==> config.mk <==
export PLATFORM = sky130hd
export DESIGN_NAME = module_status_monitor
export DESIGN_NICKNAME = d
export VERILOG_FILES = /design/src/rtl/module_status_monitor.sv
export SDC_FILE = /design/constraint.sdc
export NUM_CORES = 2
export LEC_CHECK = 0
export CORE_ASPECT_RATIO = 0.6
export CORE_MARGIN = 3
export CORE_UTILIZATION = 40
export CTS_CLUSTER_SIZE = 28
export DETAILED_ROUTE_END_ITERATION = 6
export PLACE_DENSITY_LB_ADDON = 0.15
export SLEW_MARGIN = 0
export SYNTH_ARGS = -nofsm -noshare
export SYNTH_HDL_FRONTEND = slang
export SYNTH_SLANG_ARGS = --single-unit
==> constraint.sdc <==
create_clock -name clk -period 2.5 [get_ports clk]
set_input_delay 0.5 -clock clk [delete_from_list [all_inputs] [get_ports clk]]
set_output_delay 0.5 -clock clk [all_outputs]
set_load 0.03 [all_outputs]
==> src/rtl/module_status_monitor.sv <==
// Per-channel activity monitor for ap_start/ap_ready/ap_done/ap_continue handshakes with a registered readout port.
// Define MSTAT_LATENCY_EN to build the per-channel latency registers (current, last, max).
module module_status_monitor #(
    parameter int                NUM_CH    = 8,
    parameter int                CNT_W     = 32,
    parameter logic [NUM_CH-1:0] CONT_MASK = {NUM_CH{1'b0}},
    parameter int                CH_W      = (NUM_CH > 1) ? $clog2(NUM_CH) : 1
) (
    input  logic              clk,
    input  logic              rst_n,
    input  logic [NUM_CH-1:0] ap_start,
    input  logic [NUM_CH-1:0] ap_ready,
    input  logic [NUM_CH-1:0] ap_done,
    input  logic [NUM_CH-1:0] ap_continue,
    input  logic              finish,
    input  logic              clr,
    input  logic              rd_req,
    input  logic [CH_W-1:0]   rd_ch,
    input  logic [2:0]        rd_sel,
    output logic              rd_valid,
    output logic [CNT_W-1:0]  rd_data,
    output logic [NUM_CH-1:0] overflow,
    output logic              frozen
);

    typedef enum logic [1:0] {
        ST_IDLE      = 2'd0,
        ST_BUSY      = 2'd1,
        ST_DONE_WAIT = 2'd2
    } state_e;

    function automatic logic [CNT_W-1:0] sat_inc(input logic [CNT_W-1:0] v);
        return (&v) ? v : v + CNT_W'(1);
    endfunction

    function automatic logic sat_hit(input logic inc, input logic [CNT_W-1:0] v);
        return inc & (&v);
    endfunction

    logic             frozen_q, frozen_d;
    logic             hold;
    logic             rd_valid_q, rd_valid_d;
    logic [CNT_W-1:0] rd_data_q, rd_data_d;
    logic [CNT_W-1:0] rd_mux;
    logic [CNT_W-1:0] ch_rd [NUM_CH];

    // The sampling edge of finish already holds everything, not only the following cycles.
    assign hold = finish | frozen_q;

    for (genvar g = 0; g < NUM_CH; g++) begin : g_ch
        state_e           state_q, state_d;
        logic [CNT_W-1:0] start_q, start_d;
        logic [CNT_W-1:0] done_q, done_d;
        logic [CNT_W-1:0] ready_q, ready_d;
        logic [CNT_W-1:0] busy_q, busy_d;
        logic [CNT_W-1:0] stall_q, stall_d;
        logic             ovf_q, ovf_d;
        logic             cont;
        logic             inc_start, inc_done, inc_busy, inc_stall;
        logic [3:0]       status;
        logic [CNT_W-1:0] rd_val;

        assign cont = CONT_MASK[g] ? ap_continue[g] : 1'b1;

`ifdef MSTAT_LATENCY_EN
        logic [CNT_W-1:0] lat_cur_q, lat_cur_d;
        logic [CNT_W-1:0] lat_last_q, lat_last_d;
        logic [CNT_W-1:0] lat_max_q, lat_max_d;
        logic [CNT_W-1:0] lat_now;
        logic             lat_sat;

        // lat_now includes the done cycle, so a start at t and done at t+k gives k+1.
        assign lat_now = sat_inc(lat_cur_q);
        assign lat_sat = (state_q == ST_BUSY) && (&lat_cur_q);

        always_comb begin
            lat_cur_d  = lat_cur_q;
            lat_last_d = lat_last_q;
            lat_max_d  = lat_max_q;
            if (clr) begin
                lat_cur_d  = '0;
                lat_last_d = '0;
                lat_max_d  = '0;
            end else if (!hold) begin
                if (state_q == ST_IDLE && ap_start[g]) begin
                    lat_cur_d = CNT_W'(1);
                end else if (state_q == ST_BUSY) begin
                    lat_cur_d = lat_now;
                    if (ap_done[g]) begin
                        lat_last_d = lat_now;
                        if (lat_now > lat_max_q) begin
                            lat_max_d = lat_now;
                        end
                        if (cont && ap_start[g]) begin
                            lat_cur_d = CNT_W'(1);
                        end
                    end
                end
            end
        end

        always_ff @(posedge clk or negedge rst_n) begin
            if (!rst_n) begin
                lat_cur_q  <= '0;
                lat_last_q <= '0;
                lat_max_q  <= '0;
            end else begin
                lat_cur_q  <= lat_cur_d;
                lat_last_q <= lat_last_d;
                lat_max_q  <= lat_max_d;
            end
        end
`endif

        always_comb begin
            state_d   = state_q;
            inc_start = 1'b0;
            inc_done  = 1'b0;
            inc_busy  = 1'b0;
            inc_stall = 1'b0;
            case (state_q)
                ST_IDLE: begin
                    if (ap_start[g]) begin
                        state_d   = ST_BUSY;
                        inc_start = 1'b1;
                        inc_busy  = 1'b1;
                    end
                end
                ST_BUSY: begin
                    inc_busy = 1'b1;
                    if (ap_done[g]) begin
                        inc_done = 1'b1;
                        if (!cont) begin
                            state_d = ST_DONE_WAIT;
                        end else if (ap_start[g]) begin
                            inc_start = 1'b1;
                        end else begin
                            state_d = ST_IDLE;
                        end
                    end
                end
                ST_DONE_WAIT: begin
                    inc_stall = 1'b1;
                    if (cont) begin
                        state_d = ST_IDLE;
                    end
                end
                default: state_d = ST_IDLE;
            endcase

            start_d = inc_start   ? sat_inc(start_q) : start_q;
            done_d  = inc_done    ? sat_inc(done_q)  : done_q;
            ready_d = ap_ready[g] ? sat_inc(ready_q) : ready_q;
            busy_d  = inc_busy    ? sat_inc(busy_q)  : busy_q;
            stall_d = inc_stall   ? sat_inc(stall_q) : stall_q;
            ovf_d   = ovf_q
                    | sat_hit(inc_start, start_q)
                    | sat_hit(inc_done, done_q)
                    | sat_hit(ap_ready[g], ready_q)
                    | sat_hit(inc_busy, busy_q)
                    | sat_hit(inc_stall, stall_q);
`ifdef MSTAT_LATENCY_EN
            ovf_d = ovf_d | lat_sat;
`endif

            if (clr) begin
                state_d = ST_IDLE;
                start_d = '0;
                done_d  = '0;
                ready_d = '0;
                busy_d  = '0;
                stall_d = '0;
                ovf_d   = 1'b0;
            end else if (hold) begin
                state_d = state_q;
                start_d = start_q;
                done_d  = done_q;
                ready_d = ready_q;
                busy_d  = busy_q;
                stall_d = stall_q;
                ovf_d   = ovf_q;
            end
        end

        always_ff @(posedge clk or negedge rst_n) begin
            if (!rst_n) begin
                state_q <= ST_IDLE;
                start_q <= '0;
                done_q  <= '0;
                ready_q <= '0;
                busy_q  <= '0;
                stall_q <= '0;
                ovf_q   <= 1'b0;
            end else begin
                state_q <= state_d;
                start_q <= start_d;
                done_q  <= done_d;
                ready_q <= ready_d;
                busy_q  <= busy_d;
                stall_q <= stall_d;
                ovf_q   <= ovf_d;
            end
        end

        assign status = {frozen_q, ovf_q, state_q};

        always_comb begin
            rd_val = '0;
            case (rd_sel)
                3'd0: rd_val = start_q;
                3'd1: rd_val = done_q;
                3'd2: rd_val = ready_q;
                3'd3: rd_val = busy_q;
                3'd4: rd_val = stall_q;
`ifdef MSTAT_LATENCY_EN
                3'd5: rd_val = lat_last_q;
                3'd6: rd_val = lat_max_q;
`endif
                3'd7: rd_val = CNT_W'(status);
                default: rd_val = '0;
            endcase
        end

        assign ch_rd[g]    = rd_val;
        assign overflow[g] = ovf_q;
    end

    // Channel indices beyond NUM_CH match nothing and read back as zero.
    always_comb begin
        rd_mux = '0;
        for (int c = 0; c < NUM_CH; c++) begin
            if (rd_ch == CH_W'(c)) begin
                rd_mux = ch_rd[c];
            end
        end
    end

    always_comb begin
        rd_valid_d = rd_req;
        rd_data_d  = rd_req ? rd_mux : '0;
        frozen_d   = clr ? 1'b0 : (frozen_q | finish);
    end

    always_ff @(posedge clk or negedge rst_n) begin
        if (!rst_n) begin
            rd_valid_q <= 1'b0;
            rd_data_q  <= '0;
            frozen_q   <= 1'b0;
        end else begin
            rd_valid_q <= rd_valid_d;
            rd_data_q  <= rd_data_d;
            frozen_q   <= frozen_d;
        end
    end

    assign rd_valid = rd_valid_q;
    assign rd_data  = rd_data_q;
    assign frozen   = frozen_q;

endmodule
## Yosys cells after proc, flatten, opt, wreduce, memory -nomap -nowiden

Cells that the tools add are included.

- $add $sub $neg: 40
- Equality and inequality tests: 93
- Mux-type cells: 298
- Bitwise gates (word level): 81
- Reductions and logical operators: 138

Operators with widths:

| kind | count |
|---|---|
| 32-bit 2-to-1 mux | 169 |
| 32-bit one-hot mux with 6 select lines | 8 |
| 32-bit by 1-bit adder with 32-bit output (second input constant) | 40 |
| 32-bit AND reduction | 40 |
| 3-bit AND reduction | 40 |
| 2-bit != test (second input constant) | 41 |
| 2-bit 2-to-1 mux | 40 |
| 2-bit nonzero test | 40 |
| 3-bit != test (second input constant) | 24 |
| 1-bit 2-to-1 mux | 57 |
| 1-bit bitwise OR | 41 |
| 1-bit bitwise AND | 40 |
| 1-bit one-hot mux with 2 select lines | 16 |
| 2-bit one-hot mux with 2 select lines | 8 |
| 4-bit AND reduction | 8 |
| 3-bit equality test (second input constant) | 6 |
| 2-bit by 1-bit equality test with 1-bit output (second input constant) | 8 |
| 2-bit equality test (second input constant) | 8 |
| 2-bit logical NOT | 8 |
| 3-bit by 2-bit equality test with 1-bit output (second input constant) | 4 |
| 3-bit by 1-bit equality test with 1-bit output (second input constant) | 2 |
| 3-bit logical NOT | 2 |

- Flip-flop bits (word level): 1338
- Input bits: 43
- Output and inout port bits: 42
- Logic and storage cells: 709

## Longest topological paths before layout

- Depth after elaboration: 11
- Depth in mapped cells: 12
- Mapped depth without buffers: 7

## Worst setup path before layout

OpenSTA, ideal clock, no wires.

- Kind: in2reg
- Start point: in rd_sel[0]
- End point: reg rd_data_q[13] (netlist: rd_data[13])
- Setup time: 0.128 ns
- Arrival time: 2.333 ns
- Required time: 2.372 ns
- Slack: 0.039 ns
- Stages: 9
- Buffers on the path: 4
- Cell sequence: buf_2 > buf_4 > buf_4 > buf_2 > mux4_2 > a22oi_1 > o21ai_0 > a311oi_1 > nor3_1

- Longest elaborated chain between the ends: 11
- Elaborated cells on any way between the ends: 23
- Classes of those cells: 5 x eq/ne; 17 x mux; 1 x reduce/logical

RTL lines:

| what | line | text |
|---|---|---|
| start, declared | 19 | `input logic [2:0] rd_sel,` |
| 3-bit equality test (tied with other cells) | 209 | `case (rd_sel)` |
| 32-bit one-hot mux with 6 select lines | 209 |  |
| 32-bit 2-to-1 mux (7 in a row) | 232 | `if (rd_ch == CH_W'(c)) begin` |
| 32-bit 2-to-1 mux * | 232 |  |
| 32-bit 2-to-1 mux * | 240 | `rd_data_d = rd_req ? rd_mux : '0;` |
| via rd_data_d[13] | 43 | `logic [CNT_W-1:0] rd_data_q, rd_data_d;` |
| end signal, assigned | 251 | `rd_data_q <= rd_data_d;` |
| end, declared | 43 |  |

The timed path passes the listed nets; every way through them passes the cells marked *.
A chain may end at the register's enable or synchronous reset.

## Final worst setup path

- Start point: reg frozen_q (netlist: frozen)
- End point: reg g_ch[7].done_q[27]

- Longest elaborated chain between the ends: 3

RTL lines:

| what | line | text |
|---|---|---|
| start, declared | 40 | `logic frozen_q, frozen_d;` |
| start signal, assigned | 252 | `frozen_q <= frozen_d;` |
| 1-bit bitwise OR | 48 | `assign hold = finish \| frozen_q;` |
| 2-bit != test (no line) | - |  |
| 3-bit AND reduction (no line) | - |  |
| end signal, assigned | 197 | `done_q <= done_d;` |
| end, declared | 53 | `logic [CNT_W-1:0] done_q, done_d;` |

No other way between the ends.

==> summary.md <==
| Metric | Value |
|---|---|
| Core Area | `185800 um^2` |
| CP max FO | `7` |
| Clock Skews | `0.03525 ns` |
| Tmin final | `2.485 ns` |
| Worst reg2reg startpoint | `frozen$_DFF_PN0_` |
| Most frequent cells in the layout | `1327 x dfrtp_1, 1102 x nor2_1, 1100 x buf_4` |
| DR WL/cell | `27.52 um` |
| Pins Over Slew Limit | `0` |
| Hold Path Class | `primary input to asynchronous set/reset pin` |
| Width of the die | `566.1 um` |
| Post-Place Cells | `11280` |
| CP required | `3.18 ns` |
| Ys flop type | `dfrtp_1` |
| Clock transition at path regs | `0.07 ns` |
| Final setup vio count | `0` |
| Via count | `70400` |
| Max-cap violations | `0` |
| Drt total wl | `317.7 mm` |
| H-tree Lvls | `4` |
| CTS tree | `yes` |
| Synth cell types | `105` |
| DRC viols | `0` |
| Layout fillers | `17280` |
| Peak supply drop | `509.5 uV` |
| I/O Buffers | `76` |
| PD cells | `525.7 nW/um^2` |
| First-pass GRT wire length | `463.1 mm` |
| Sequential share of the synthesized area | `44.21%` |
| CP Cell Sequence | `buf_4 -> nand4bb_1 -> buf_4 -> o21ai_0 -> nor4bb_1 -> xnor2_1 -> nor2_1` |
| Slowest CP cell | `dfrtp_2` |
| Vias in the first global route | `64800` |
| Hold Fails Final Rpt | `0` |
| Area delta synth->final | `23.04%` |
| Flop-to-flop setup slack | `0.01 ns` |
| FMAX | `402.3 MHz` |
| Syn Area/Cell | `9.413 um^2` |
| Largest area contributor in the netlist | `dfrtp_1` |
| Die area | `193600 um^2` |
| Most common cell after layout, fill and taps aside | `dfrtp_1` |
| Routed Antenna Nets | `0` |
| FF-to-FF End | `g_ch[7].done_q[27]$_DFFE_PN0P_` |
| Final nets | `9038` |
| Normalized max-slew margin | `35.38%` |
| Worst setup path startpoint | `frozen$_DFF_PN0_` |
| Buffers & Inverters on Critical Path | `2` |
| Clk_lat worst skew | `0.82 ns` |
| Bufs on Longest Clock Path | `4` |
| Outcome | `complete, no violations` |
| GPL Wtd Cong | `1.028` |
| Setup WS pre-CTS | `-0.7126 ns` |
| Initial Util | `40.53%` |
| Post-layout total power | `48700 uW` |
| Leakage | `0.03862 uW` |
| Kind of cell adding the most delay to the critical path | `simple AND/OR/NAND/NOR gates` |
| Most common cell on crit path | `buf_4` |
| Crit path DAT | `3.17 ns` |
| Final WS setup | `0.01459 ns` |
| Fin crit share | `99.42%` |
| Syn Inst Count | `7998` |
| Post-Syn Nets | `8073` |
| Synth area leaders | `dfrtp_1 44%, xor2_1 5.8%, nor2_1 5.5%` |
| Largest stage delay on the critical path | `0.52 ns` |
| Cts bufs inserted | `150` |
| Number of synthesized flops with an enable pin | `0` |
| Yosys warning total | `0` |
| Via density | `6.096` |
| Num rows | `122` |
| Pin count of the biggest net entering global routing | `126` |
| Setup crit start kind | `flop` |
| Clk sinks | `1330` |
| DRT Pass-1 Iters | `6` |
| Initial DRC count | `9714` |
| CTS root buffer | `clkbuf_16` |
| Mapped cell area | `75280 um^2` |
| Asr flop ratio synth | `100.0%` |
| Final TNS setup | `0 ns` |
| Tot GR Track Use | `32.12%` |
| Overflow after GRT | `0` |
| #FFs+latches synth | `1330` |
| Worst-margin pin slew | `0.9693 ns` |
| DPL Wire Length | `247.0 mm` |
| IO Pins | `85` |
| R2R cell count | `7` |
| Initial antenna violation count | `21` |
| Share of cells above drive strength 1 | `19.09%` |
| Post-synth top area share | `44.21%` |
| Critical path class | `flop to flop` |
| Die Ht | `342.0 um` |
| Crit. End Element | `flop` |
| RSZ-0062 raised after global routing | `true` |
| Final Non-Filler Cells | `11550` |
-- power by group --
part	leakage, uW	internal (uW)	switching, uW	total, uW
registers	0.0185	21600	115	21700
clock network	0.00240	13200	9640	22900
logic	0.0177	1360	2730	4090
-- routing by layer --
metal	part of all wire [%]	routed length, um	global-route usage [%]	vias to the layer above
met2	37	119000	40.74	3677
met3	13	40980	10.24	402
li1	-	-	-	30910
met1	47	150300	51.54	35400
met5	0.016	52	0	-
met4	2.3	7429	6.687	8
-- sequential cells by signal, summed over array words and instances, names as in the netlist --
| signal | cells |
|---|---|
| g_ch.start_q | 256 |
| g_ch.state_q | 8 |
| g_ch.done_q | 256 |
| rd_valid | 1 |
| g_ch.ovf_q | 8 |
| frozen | 1 |
| g_ch.busy_q | 256 |
| g_ch.stall_q | 256 |
| rd_data | 32 |
| g_ch.ready_q | 256 |
-- how the worst max path moves through the flow --
stage,to,slack (ns),cells past startpoint
3_5_place_dp,rd_data[8]$_DFF_PN0_,-0.71,11
5_1_grt,g_ch[0].start_q[9]$_DFFE_PN0P_,-0.05,8
6_report,g_ch[7].done_q[27]$_DFFE_PN0P_,0.01,7
2_1_floorplan,rd_data[13]$_DFF_PN0_,0.04,9
4_1_cts,rd_data[4],0.004,1
3_3_place_gp,rd_data[13]$_DFF_PN0_,-0.70,12
-- repair_timing --
| item | 4_1_cts | 5_1_grt |
|---|---|---|
| hold buffers | 1 | 0 |
| buffers inserted | 1 | 5 |
| setup endpoints to repair | 43 | 109 |
| gates cloned | 0 | 0 |
| pin swaps | 1 | 7 |
| gates resized for setup | 32 | 58 |
| hold endpoints to repair | 148 | 0 |
-- synthesized netlist by cell type (86+ instances only) --
library cell / n
dfrtp_1: 1330
nand2_1: 466
or3_1: 120
nand3_1: 439
inv_1: 103
xor2_1: 501
mux2i_1: 127
xnor2_1: 352
nand4_1: 392
nor3_1: 229
clkbuf_1: 314
a22oi_1: 158
nor2_1: 1104
nor4_1: 118
a21oi_1: 305
and3_1: 188
mux4_2: 111
nor2b_1: 275
and4_1: 130
o21ai_0: 216
a221oi_1: 86
-- through the flow --
stage | hold slack [ns] | utilization [%] | area [um^2]
detailed placement | 0.4485 | 47.03 | 87360
finish | 0.2894 | 49.86 | 92630
CTS | 0.2570 | 49.67 | 92280
floorplan | 0.2044 | - | 75280
global placement | 0.4465 | 47.03 | 87360
global route | 0.2829 | 49.86 | 92630
-- area by class of cell --
class	instances	area [um^2]	share of cell area, %
Tap cell	2480	3103	3.350
Sequential cell	1330	33290	35.93
Multi-Input combinational cell	6104	40080	43.27
Timing Repair Buffer	1271	10880	11.74
Antenna cell	5	12.51	0.01351
Inverter	106	401.6	0.4336
Clock buffer	210	4353	4.699
Clock inverter	42	515.5	0.5565
-- kinds of logic after synthesis --
family	share of synthesized area [%]
simple gates	26.37
flops	44.21
compound gates	10.26
xor+xnor	9.924
buf+inv	3.108
mux	5.597
fa+ha+maj	0.5318
No activity file was read; power rests on OpenSTA's default activity.
